File: config.mk
export PLATFORM = sky130hd
export DESIGN_NAME = decode_queue
export DESIGN_NICKNAME = d
export VERILOG_FILES = /design/src/rtl/decode_queue.sv
export SDC_FILE = /design/constraint.sdc
export NUM_CORES = 1
export LEC_CHECK = 0
export ABC_AREA = 1
export BUFFER_PORTS_ARGS = -buffer_cell sky130_fd_sc_hd__buf_2
export CORE_UTILIZATION = 25
export CTS_BUF_LIST = sky130_fd_sc_hd__clkbuf_2 sky130_fd_sc_hd__clkbuf_4 sky130_fd_sc_hd__clkbuf_8
export CTS_CLUSTER_SIZE = 8
export DETAILED_ROUTE_END_ITERATION = 8
export HOLD_SLACK_MARGIN = 0.1
export PLACE_DENSITY_LB_ADDON = 0.12
export SLEW_MARGIN = 0
export SYNTH_ARGS = -nofsm -noshare
export SYNTH_HDL_FRONTEND = slang
export SYNTH_SLANG_ARGS = --single-unit
File: constraint.sdc
create_clock -name clk -period 1.95 [get_ports clk]
set_input_delay 0.0975 -clock clk [delete_from_list [all_inputs] [get_ports clk]]
set_output_delay 0.0975 -clock clk [all_outputs]
set_load 0.01 [all_outputs]
File: src/rtl/decode_queue.sv
// Instruction decode queue: a DEPTH-entry FIFO of raw instruction words whose head entry
// is presented fully decoded, with flush and a count of retired decodes.
module decode_queue #(
    parameter int unsigned bus      = 32,
    parameter int unsigned DEPTH    = 2,
    parameter bit          SIGN_EXT = 1'b0,
    parameter int unsigned CNT_W    = 16
) (
    input  logic                       clk,
    input  logic                       rst,
    input  logic                       flush,
    input  logic                       in_valid,
    output logic                       in_ready,
    input  logic [31:0]                instruction,
    output logic                       out_valid,
    input  logic                       out_ready,
    output logic [1:0]                 FUNTYPE,
    output logic [1:0]                 FUNCODE,
    output logic [3:0]                 RD,
    output logic [3:0]                 RS,
    output logic [3:0]                 RX,
    output logic [bus-1:0]             Imm4,
    output logic [bus-1:0]             Imm19,
    output logic [bus-1:0]             Imm28,
    output logic                       selimm,
    output logic [$clog2(DEPTH):0]     occupancy,
    output logic [CNT_W-1:0]           decode_count
);

    localparam int unsigned PW = $clog2(DEPTH);
    localparam int unsigned OW = PW + 1;

    logic [31:0]      mem_q [DEPTH];
    logic [PW-1:0]    wr_ptr_q;
    logic [PW-1:0]    rd_ptr_q;
    logic [OW-1:0]    occ_q;
    logic [CNT_W-1:0] cnt_q;
    logic             push;
    logic             pop;
    logic [31:0]      head;

    // Handshakes depend only on registered occupancy, never on the other side's strobe.
    assign in_ready  = (occ_q < OW'(DEPTH));
    assign out_valid = (occ_q != '0);
    assign push      = in_valid && in_ready;
    assign pop       = out_valid && out_ready;

    always_ff @(posedge clk) begin
        if (rst) begin
            for (int i = 0; i < int'(DEPTH); i++) begin
                mem_q[i] <= '0;
            end
            wr_ptr_q <= '0;
            rd_ptr_q <= '0;
            occ_q    <= '0;
            cnt_q    <= '0;
        end else if (flush) begin
            wr_ptr_q <= '0;
            rd_ptr_q <= '0;
            occ_q    <= '0;
        end else begin
            if (push) begin
                mem_q[wr_ptr_q] <= instruction;
                wr_ptr_q        <= wr_ptr_q + 1'b1;
            end
            if (pop) begin
                rd_ptr_q <= rd_ptr_q + 1'b1;
                cnt_q    <= cnt_q + 1'b1;
            end
            case ({push, pop})
                2'b10:   occ_q <= occ_q + 1'b1;
                2'b01:   occ_q <= occ_q - 1'b1;
                default: occ_q <= occ_q;
            endcase
        end
    end

    assign head         = mem_q[rd_ptr_q];
    assign occupancy    = occ_q;
    assign decode_count = cnt_q;

    assign FUNTYPE = head[31:30];
    assign FUNCODE = head[29:28];
    assign RD      = head[27:24];
    assign RS      = head[23:20];
    assign RX      = head[19:16];
    assign selimm  = head[0];

    // Fill with the extension bit first, then overlay the field; this also works for bus == 28.
    always_comb begin
        Imm4        = '0;
        Imm4[3:0]   = head[23:20];
        Imm19       = {bus{SIGN_EXT & head[19]}};
        Imm19[18:0] = head[19:1];
        Imm28       = {bus{SIGN_EXT & head[27]}};
        Imm28[27:0] = head[27:0];
    end

endmodule

Word-level counts from Yosys, hierarchy flattened --
Memories as Yosys holds them, arrays and structs flattened. A register that Yosys moved wholly into a read port is not among the register bits. Index checks and enable logic that the tools add are counted.
Word-level totals: flip-flop bits (word level) 20, latch bits 0, RAM bits 64, memory bits (read-only) 0, input bits 37, output and inout bits 133, logic and storage cells 33, memories kept 1
Memories:
- mem_q | depth 2, width 32, read ports 1, clocked after Yosys merged registers in 1, wr ports 2, line 33 | logic [31:0] mem_q [DEPTH];
Cells by class: $add $sub $neg 5, multipliers 0, div/mod/pow operators 0, $lt $le $gt $ge 1, equal/unequal tests 2, shift-type cells 0, mux-type cells 12, bitwise gates (word level) 1, reduce and logical (&&, ||, !) cells 7
Operator list (count):
- $mux W32 | 1
- $reduce_or A32 Y1 | 1
- $add A16 B1 Y16 const B | 1
- $mux W1 | 10
- $pmux W2 S2 | 1
- $reduce_bool A2 Y1 | 2
- $add A1 B1 Y1 const B | 2
- $add A2 B1 Y2 const B | 1
- $eq A2 B1 Y1 const B | 1
- $eq A2 B2 Y1 const B | 1
- $logic_and A1 B1 Y1 | 2
- $lt A2 B2 Y1 const B | 1
- $reduce_and A2 Y1 | 1
- $reduce_or A2 Y1 | 1
- $sub A2 B1 Y2 const B | 1
- $not A1 Y1 | 1

Depth between registers and ports, before layout --
Gate-level depths: netlist of the first run.
depth in word-level cells 8, depth in mapped cells 9, gate-level depth less buffers 9

Least setup slack after synthesis of the first run --
OpenSTA, ideal clock, no wires.
path kind reg-to-reg, start point register occ_q[1] (netlist: occupancy[1]), end point memory mem_q[0][0] (enable), library setup time 0.389 ns, arrival time 1.646 ns, required time 1.561 ns, setup slack -0.086 ns, stages on the path, launching flop included 7, path buffers 1, clock period less this slack 2.036 ns, cells stage by stage dfxtp_1 -> inv_2 -> nand2_1 -> nor2_1 -> nand2_1 -> buf_2 -> nand2_1
RTL lines:
- start, declared | line 36 | logic [OW-1:0] occ_q;
- start signal, assigned | line 71 | 2'b10: occ_q <= occ_q + 1'b1;
- start signal, assigned | line 72 | 2'b01: occ_q <= occ_q - 1'b1;
- start signal, assigned | line 73 | default: occ_q <= occ_q;
- end, declared | line 33

==> results of run 1 <==
==> layout by cell type (no fill, tap or decap), types with 3 or more instances in the layout <==
| cell | count |
|---|---|
| nand3_1 | 11 |
| nand2_1 | 34 |
| nand2_2 | 6 |
| mux2_2 | 30 |
| clkbuf_8 | 9 |
| inv_2 | 3 |
| nor2_1 | 95 |
| inv_1 | 54 |
| buf_4 | 4 |
| buf_12 | 3 |
| o21ai_0 | 8 |
| a21oi_1 | 11 |
| dlygate4sd3_1 | 35 |
| buf_2 | 124 |
| edfxtp_1 | 64 |
| conb_1 | 45 |
| nand4_1 | 7 |
| nor3_1 | 4 |
| dfxtp_1 | 20 |
==> what timing repair did <==
item | CTS | global route
hold endpoints to repair | 73 | 0
gates resized for setup | 0 | 0
hold buffers | 35 | 0
==> sequential cells by signal, indices dropped and copies added, names as in the netlist, named ones only <==
name	flops
occupancy	2
mem_q	64
decode_count	16
wr_ptr_q	1
rd_ptr_q	1
==> through the flow <==
stage               instances  util [%]  power (mW)  hold WS [ns]  worst slack, ns
floorplan                 496         -       2.454        0.1666        0.0007743
global placement          760     28.38       2.519        0.3712           0.4526
detailed placement        760     28.38       2.520        0.3785           0.3926
CTS                       811     31.54       3.877        0.1219           0.3004
global route              811     31.54       3.972        0.1486           0.1896
finish                    811     31.54       3.797        0.1548           0.3490
==> worst max-delay path, stage by stage (launching register included) <==
cell     delay [ns]
dfxtp_2        0.35
buf_12         0.22
mux2_2         0.40
buf_2          0.15
==> cell families after synthesis <==
logic type / share of synthesized area [%]
simple gates: 15.76
fa+ha+maj: 0.5666
flops: 53.05
other cells: 0.08493
xor+xnor: 0.1984
compound gates: 2.154
buf+inv: 20.03
mux: 8.161
==> metal layers <==
metal  share of wire, %  track usage [%]  vias up
met5                  0                0        -
met4                1.4            4.120        0
met1                 45            13.71     1404
met2                 47            18.30      121
li1                   -                -     1580
met3                6.0            3.078       11
==> synthesized netlist by cell type <==
| cell | n |
|---|---|
| clkbuf_1 | 1 |
| o21ai_0 | 8 |
| buf_4 | 81 |
| nand3_4 | 1 |
| ha_1 | 2 |
| nand3_1 | 11 |
| nor2_2 | 2 |
| mux2_2 | 30 |
| clkbuf_8 | 1 |
| nand4_1 | 7 |
| xnor2_1 | 1 |
| dfxtp_1 | 21 |
| nor2_1 | 95 |
| mux2_1 | 2 |
| nor3b_1 | 1 |
| buf_2 | 9 |
| nor3_1 | 4 |
| nand2_1 | 36 |
| edfxtp_1 | 64 |
| inv_1 | 54 |
| nand2_2 | 4 |
| a21oi_1 | 11 |
| conb_1 | 1 |
| inv_2 | 3 |
| nor2_4 | 2 |
==> cell type report <==
cell class,count,area share (%)
Tap cell,225,5.161
Sequential cell,85,42.96
Clock buffer,9,2.271
Timing Repair Buffer,166,19.45
Inverter,57,3.922
Clock inverter,7,1.330
Multi-Input combinational cell,262,24.91
==> worst paths after layout <==
kind,startpoint,to,slack [ns],cells past startpoint
min reg2reg,rd_ptr_q,flop,0.45,1
max reg2reg,occupancy[0],occupancy[1],0.39,7
min,out_ready,flop,0.15,4
max,flop,Imm19[16],0.35,3
==> report_power, final <==
group          internal (mW)  switching [mW]
combinational          0.210           0.283
sequential              2.01          0.0185
clock                  0.596           0.676
==> results.txt, run 1 <==
Outcome: complete, no violations
Pin count of the biggest net entering global routing: 33
Setup violators final: 0
Fmax: 624.6 MHz
Worst skew pair latency: 0.37 ns
Total vias in the final route: 3116
Drt total wl: 9860 um
Post-Syn Area: 4415 um^2
Pwr Density: 696.1 nW/um^2
Max Cap Viol: 0
Critical Path AT: 1.50 ns
Share of layout cells above drive strength 1: 32.59%
Die footprint: 18200 um^2
Clk_skew: 0.01265 ns
Die X: 134.9 um
DIE HEIGHT: 134.9 um
First-pass detailed-route iteration total: 5
Clk buf depth: 2
Placed cell areas: 4908 um^2
CTS clk-pin slew, worst paths: 0.09 ns
Crit path launch type: flop
First-pass GRT wire length: 15040 um
Fin nets: 620
Ranking of synthesized cells by area: edfxtp_1, buf_4, dfxtp_1
Fin Setup TNS: 0 ns
CTS tree: done
Worst setup EP type: output pin
Syn avg cell area: 9.769 um^2
Port Buf Inserts: 124
Core area: 17300 um^2
CTS Sinks: 85
Area grow syn2layout: 23.55%
Root Buffer: clkbuf_8
Yosys reg bits: 85
Starting density of the core: 25.53%
P_leak: 2.562 nW
Rows: 48
Slew Viols, Final: 0
Global Route Usage Sum: 11.08%
WL per Instance: 12.16 um
Gp weighted congestion: 0.7903
Io pins: 170
RSZ-0062 raised after global routing: no
Cell variety after synth: 25
Vias/cell: 3.842
Mapped Cells: 452
Remaining DRCs: 0
Final hold violation count: 0
Worst vdd ir: 0.0003066 V
Initial DRC count: 107
Worst Path Required: 1.85 ns
Clock buffers created by TritonCTS: 9
Hold Crit Class: primary input to flop
# fillers: 1852
Top cell type's share of synthesized area: 43.53%
Vias in the first global route: 2879
H-tree depth: 3
Multi-input gate area: 1359 um^2
Area occupied by registers: 2344 um^2
Design Area, Final: 5455 um^2
Post-CTS Setup Bufs: 0
Yosys warning count: 0
Crit share post-route: 82.10%
Register area share after synthesis: 53.05%
Post-DP HPWL: 6455 um
Worst-path maximum fanout: 32
Post-synth top area cell: edfxtp_1
Final min period: 1.601 ns
DRT antenna net count: 0
Initial antenna violation count: 0
Setup CP Type: flop to output pin
Remaining Overflow, GRT: 0
# diodes: 0
No activity file was read; power rests on OpenSTA's default activity.
==> inputs of run 2 (changes only) <==
==> constraint.sdc (replaced) <==
create_clock -name clk -period 1.34 [get_ports clk]
set_input_delay 0.067 -clock clk [delete_from_list [all_inputs] [get_ports clk]]
set_output_delay 0.067 -clock clk [all_outputs]
set_load 0.01 [all_outputs]
==> run 2 against run 1 <==
Global-route usage up 0.47 points. Clock-buffer cell count unchanged. Register-to-register slack worse by 0.36 ns. Clock power up 35%. The run now ends with setup timing left. Total power up 45%. Sequential power up 46%. Critical endpoint is now FUNCODE[0]. Critical path depth unchanged. Core utilization up 3.0 points. Setup slack worse by 0.53 ns. Flip-flop and latch count unchanged. Clock skew down 0.0036 ns. Cell area up 9.5%.
==> results.txt, run 2 (synthesis results as in run 1) <==
Outcome: complete, but fails checks
Failing checks: setup timing
DIE HEIGHT: 134.9 um (unchanged)
Worst skew pair latency: 0.37 ns (about the same)
DRT antenna net count: 0 (unchanged)
CTS Sinks: 85 (unchanged)
Fin util: 34.55% (+3.0 points)
Multi-input gate area: 1565 um^2 (+15%)
Initial antenna violation count: 0 (unchanged)
Worst setup EP type: output pin
Hold Crit Class: primary input to flop
Fin Setup TNS: -9.303 ns (-9.303 ns)
Pwr Density: 924.3 nW/um^2 (+33%)
First-pass detailed-route iteration total: 4 (-1)
Area grow syn2layout: 35.34%
# diodes: 0 (unchanged)
Cell Int Power: 4.014 mW (+42%)
Remaining Overflow, GRT: 0 (unchanged)
Clk_skew: 0.009026 ns (-0.003621 ns)
Root Buffer: clkbuf_8
Final hold violation count: 0 (unchanged)
P_sw: 1.510 mW (+54%)
Clk buf depth: 2 (unchanged)
Commonest non-fill, non-tap cell in the layout: buf_2
Total Power: 5.523 mW (+45%)
Die footprint: 18200 um^2 (unchanged)
Slew Viols, Final: 0 (unchanged)
WL per Instance: 12.44 um (+2.3%)
Post-DP HPWL: 6879 um (+6.6%)
Drt total wl: 10420 um (+5.6%)
Slew Limit Headroom: 58.38%
Worst Path Required: 1.27 ns (-0.58 ns)
H-tree depth: 3 (unchanged)
Starting density of the core: 25.53% (unchanged)
Gp weighted congestion: 0.7979 (+0.96%)
Final min period: 1.521 ns
Global Route Usage Sum: 11.54% (+0.47 points)
Share of layout cells above drive strength 1: 38.89% (+6.3 points)
Design Area, Final: 5976 um^2 (+9.5%)
Vias/cell: 3.956 (+3.0%)
Rows: 48 (unchanged)
Initial DRC count: 145 (+36%)
Switch share: 27.33% (+1.6 points)
Fmax: 657.4 MHz
Setup WS pre-CTS: -0.02886 ns (-0.4214 ns)
Core area: 17300 um^2 (unchanged)
Max reg flops: 64 (unchanged)
Vias in the first global route: 3092 (+7.4%)
Die X: 134.9 um (unchanged)
Max Cap Viol: 0 (unchanged)
Most frequent cells in the layout: buf_2, nor2_1, edfxtp_1
Logic pwr share: 15.3% (+2.3 points)
Area occupied by registers: 2359 um^2 (+0.64%)
Setup violators final: 68 (+68)
Worst-path maximum fanout: 15 (-53%)
Worst vdd ir: 0.0004164 V (+36%)
CTS tree: done
Crit share post-route: 113.5%
Critical Path AT: 1.45 ns (-0.05 ns)
Port Buf Inserts: 124 (unchanged)
Placed cell areas: 5106 um^2 (+4.0%)
Remaining DRCs: 0 (unchanged)
Flop pwr share: 53.5% (about the same)
CTS clk-pin slew, worst paths: 0.09 ns (about the same)
# fillers: 1841 (-0.59%)
Pin count of the biggest net entering global routing: 33 (unchanged)
Setup ws final: -0.1812 ns (-0.5303 ns)
Clock buffers created by TritonCTS: 9 (unchanged)
Tightest Pin Transition: 0.6236 ns
Crit path launch type: flop
Clock Power Share: 31.1% (-2.4 points)
Io pins: 170 (unchanged)
Total vias in the final route: 3311 (+6.3%)
Reg with most FFs: mem_q
Fin nets: 646 (+4.2%)
First-pass GRT wire length: 15880 um (+5.6%)
RSZ-0062 raised after global routing: yes
Setup CP Type: flop to output pin
P_leak: 2.788 nW (+8.8%)
run 2: repair_timing:
action	4_1_cts	5_1_grt
hold endpoints to repair	69	0
resized for setup	12	48
pin swaps	1	11
hold buffers	34	0
setup endpoints to repair	71	126
gates cloned	0	2
buffers inserted	1	5
run 2: routing by layer:
layer	vias to the layer above	routed length, um	GRT usage (%)
met4	0	147	4.494
li1	1641	-	-
met3	11	535	3.191
met5	-	0	0
met2	112	4986	18.93
met1	1547	4746	14.35
run 2: path summary, 6_finish.rpt:
check | endpoint | depth (start not counted) | slack, ns | start
max reg2reg | decode_count[6] | 8 | 0.03 | decode_count[0]
max | FUNCODE[0] | 3 | -0.18 | flop
min reg2reg | rd_ptr_q | 1 | 0.46 | rd_ptr_q
min | decode_count[5] | 4 | 0.17 | out_ready
run 2: through the flow:
step / hold slack (ns) / cells
global route: 0.1562 / 837
CTS: 0.1287 / 830
detailed placement: 0.3467 / 779
finish: 0.1694 / 837
global placement: 0.3440 / 779
floorplan: 0.1287 / 496
run 2: layout make-up:
class | count | share of cell area (%)
Clock inverter | 7 | 0.9422
Clock buffer | 9 | 2.073
Timing Repair Buffer | 190 | 22.99
Sequential cell | 85 | 39.47
Inverter | 57 | 3.622
Multi-Input combinational cell | 264 | 26.19
Tap cell | 225 | 4.711
run 2: critical path, cell delays in order (launching register included):
cell,delay (ns)
dfxtp_4,0.38
buf_12,0.17
mux2_2,0.37
buf_2,0.15
run 2: power by group through the flow:
stage               clock [mW]  sequential (mW)  combinational (mW)
global route              1.89             2.97               0.931
finish                    1.72             2.96               0.847
detailed placement           0             3.02               0.672
global placement             0             3.02               0.671
CTS                       1.82             2.96               0.776
floorplan                    0             3.01               0.574
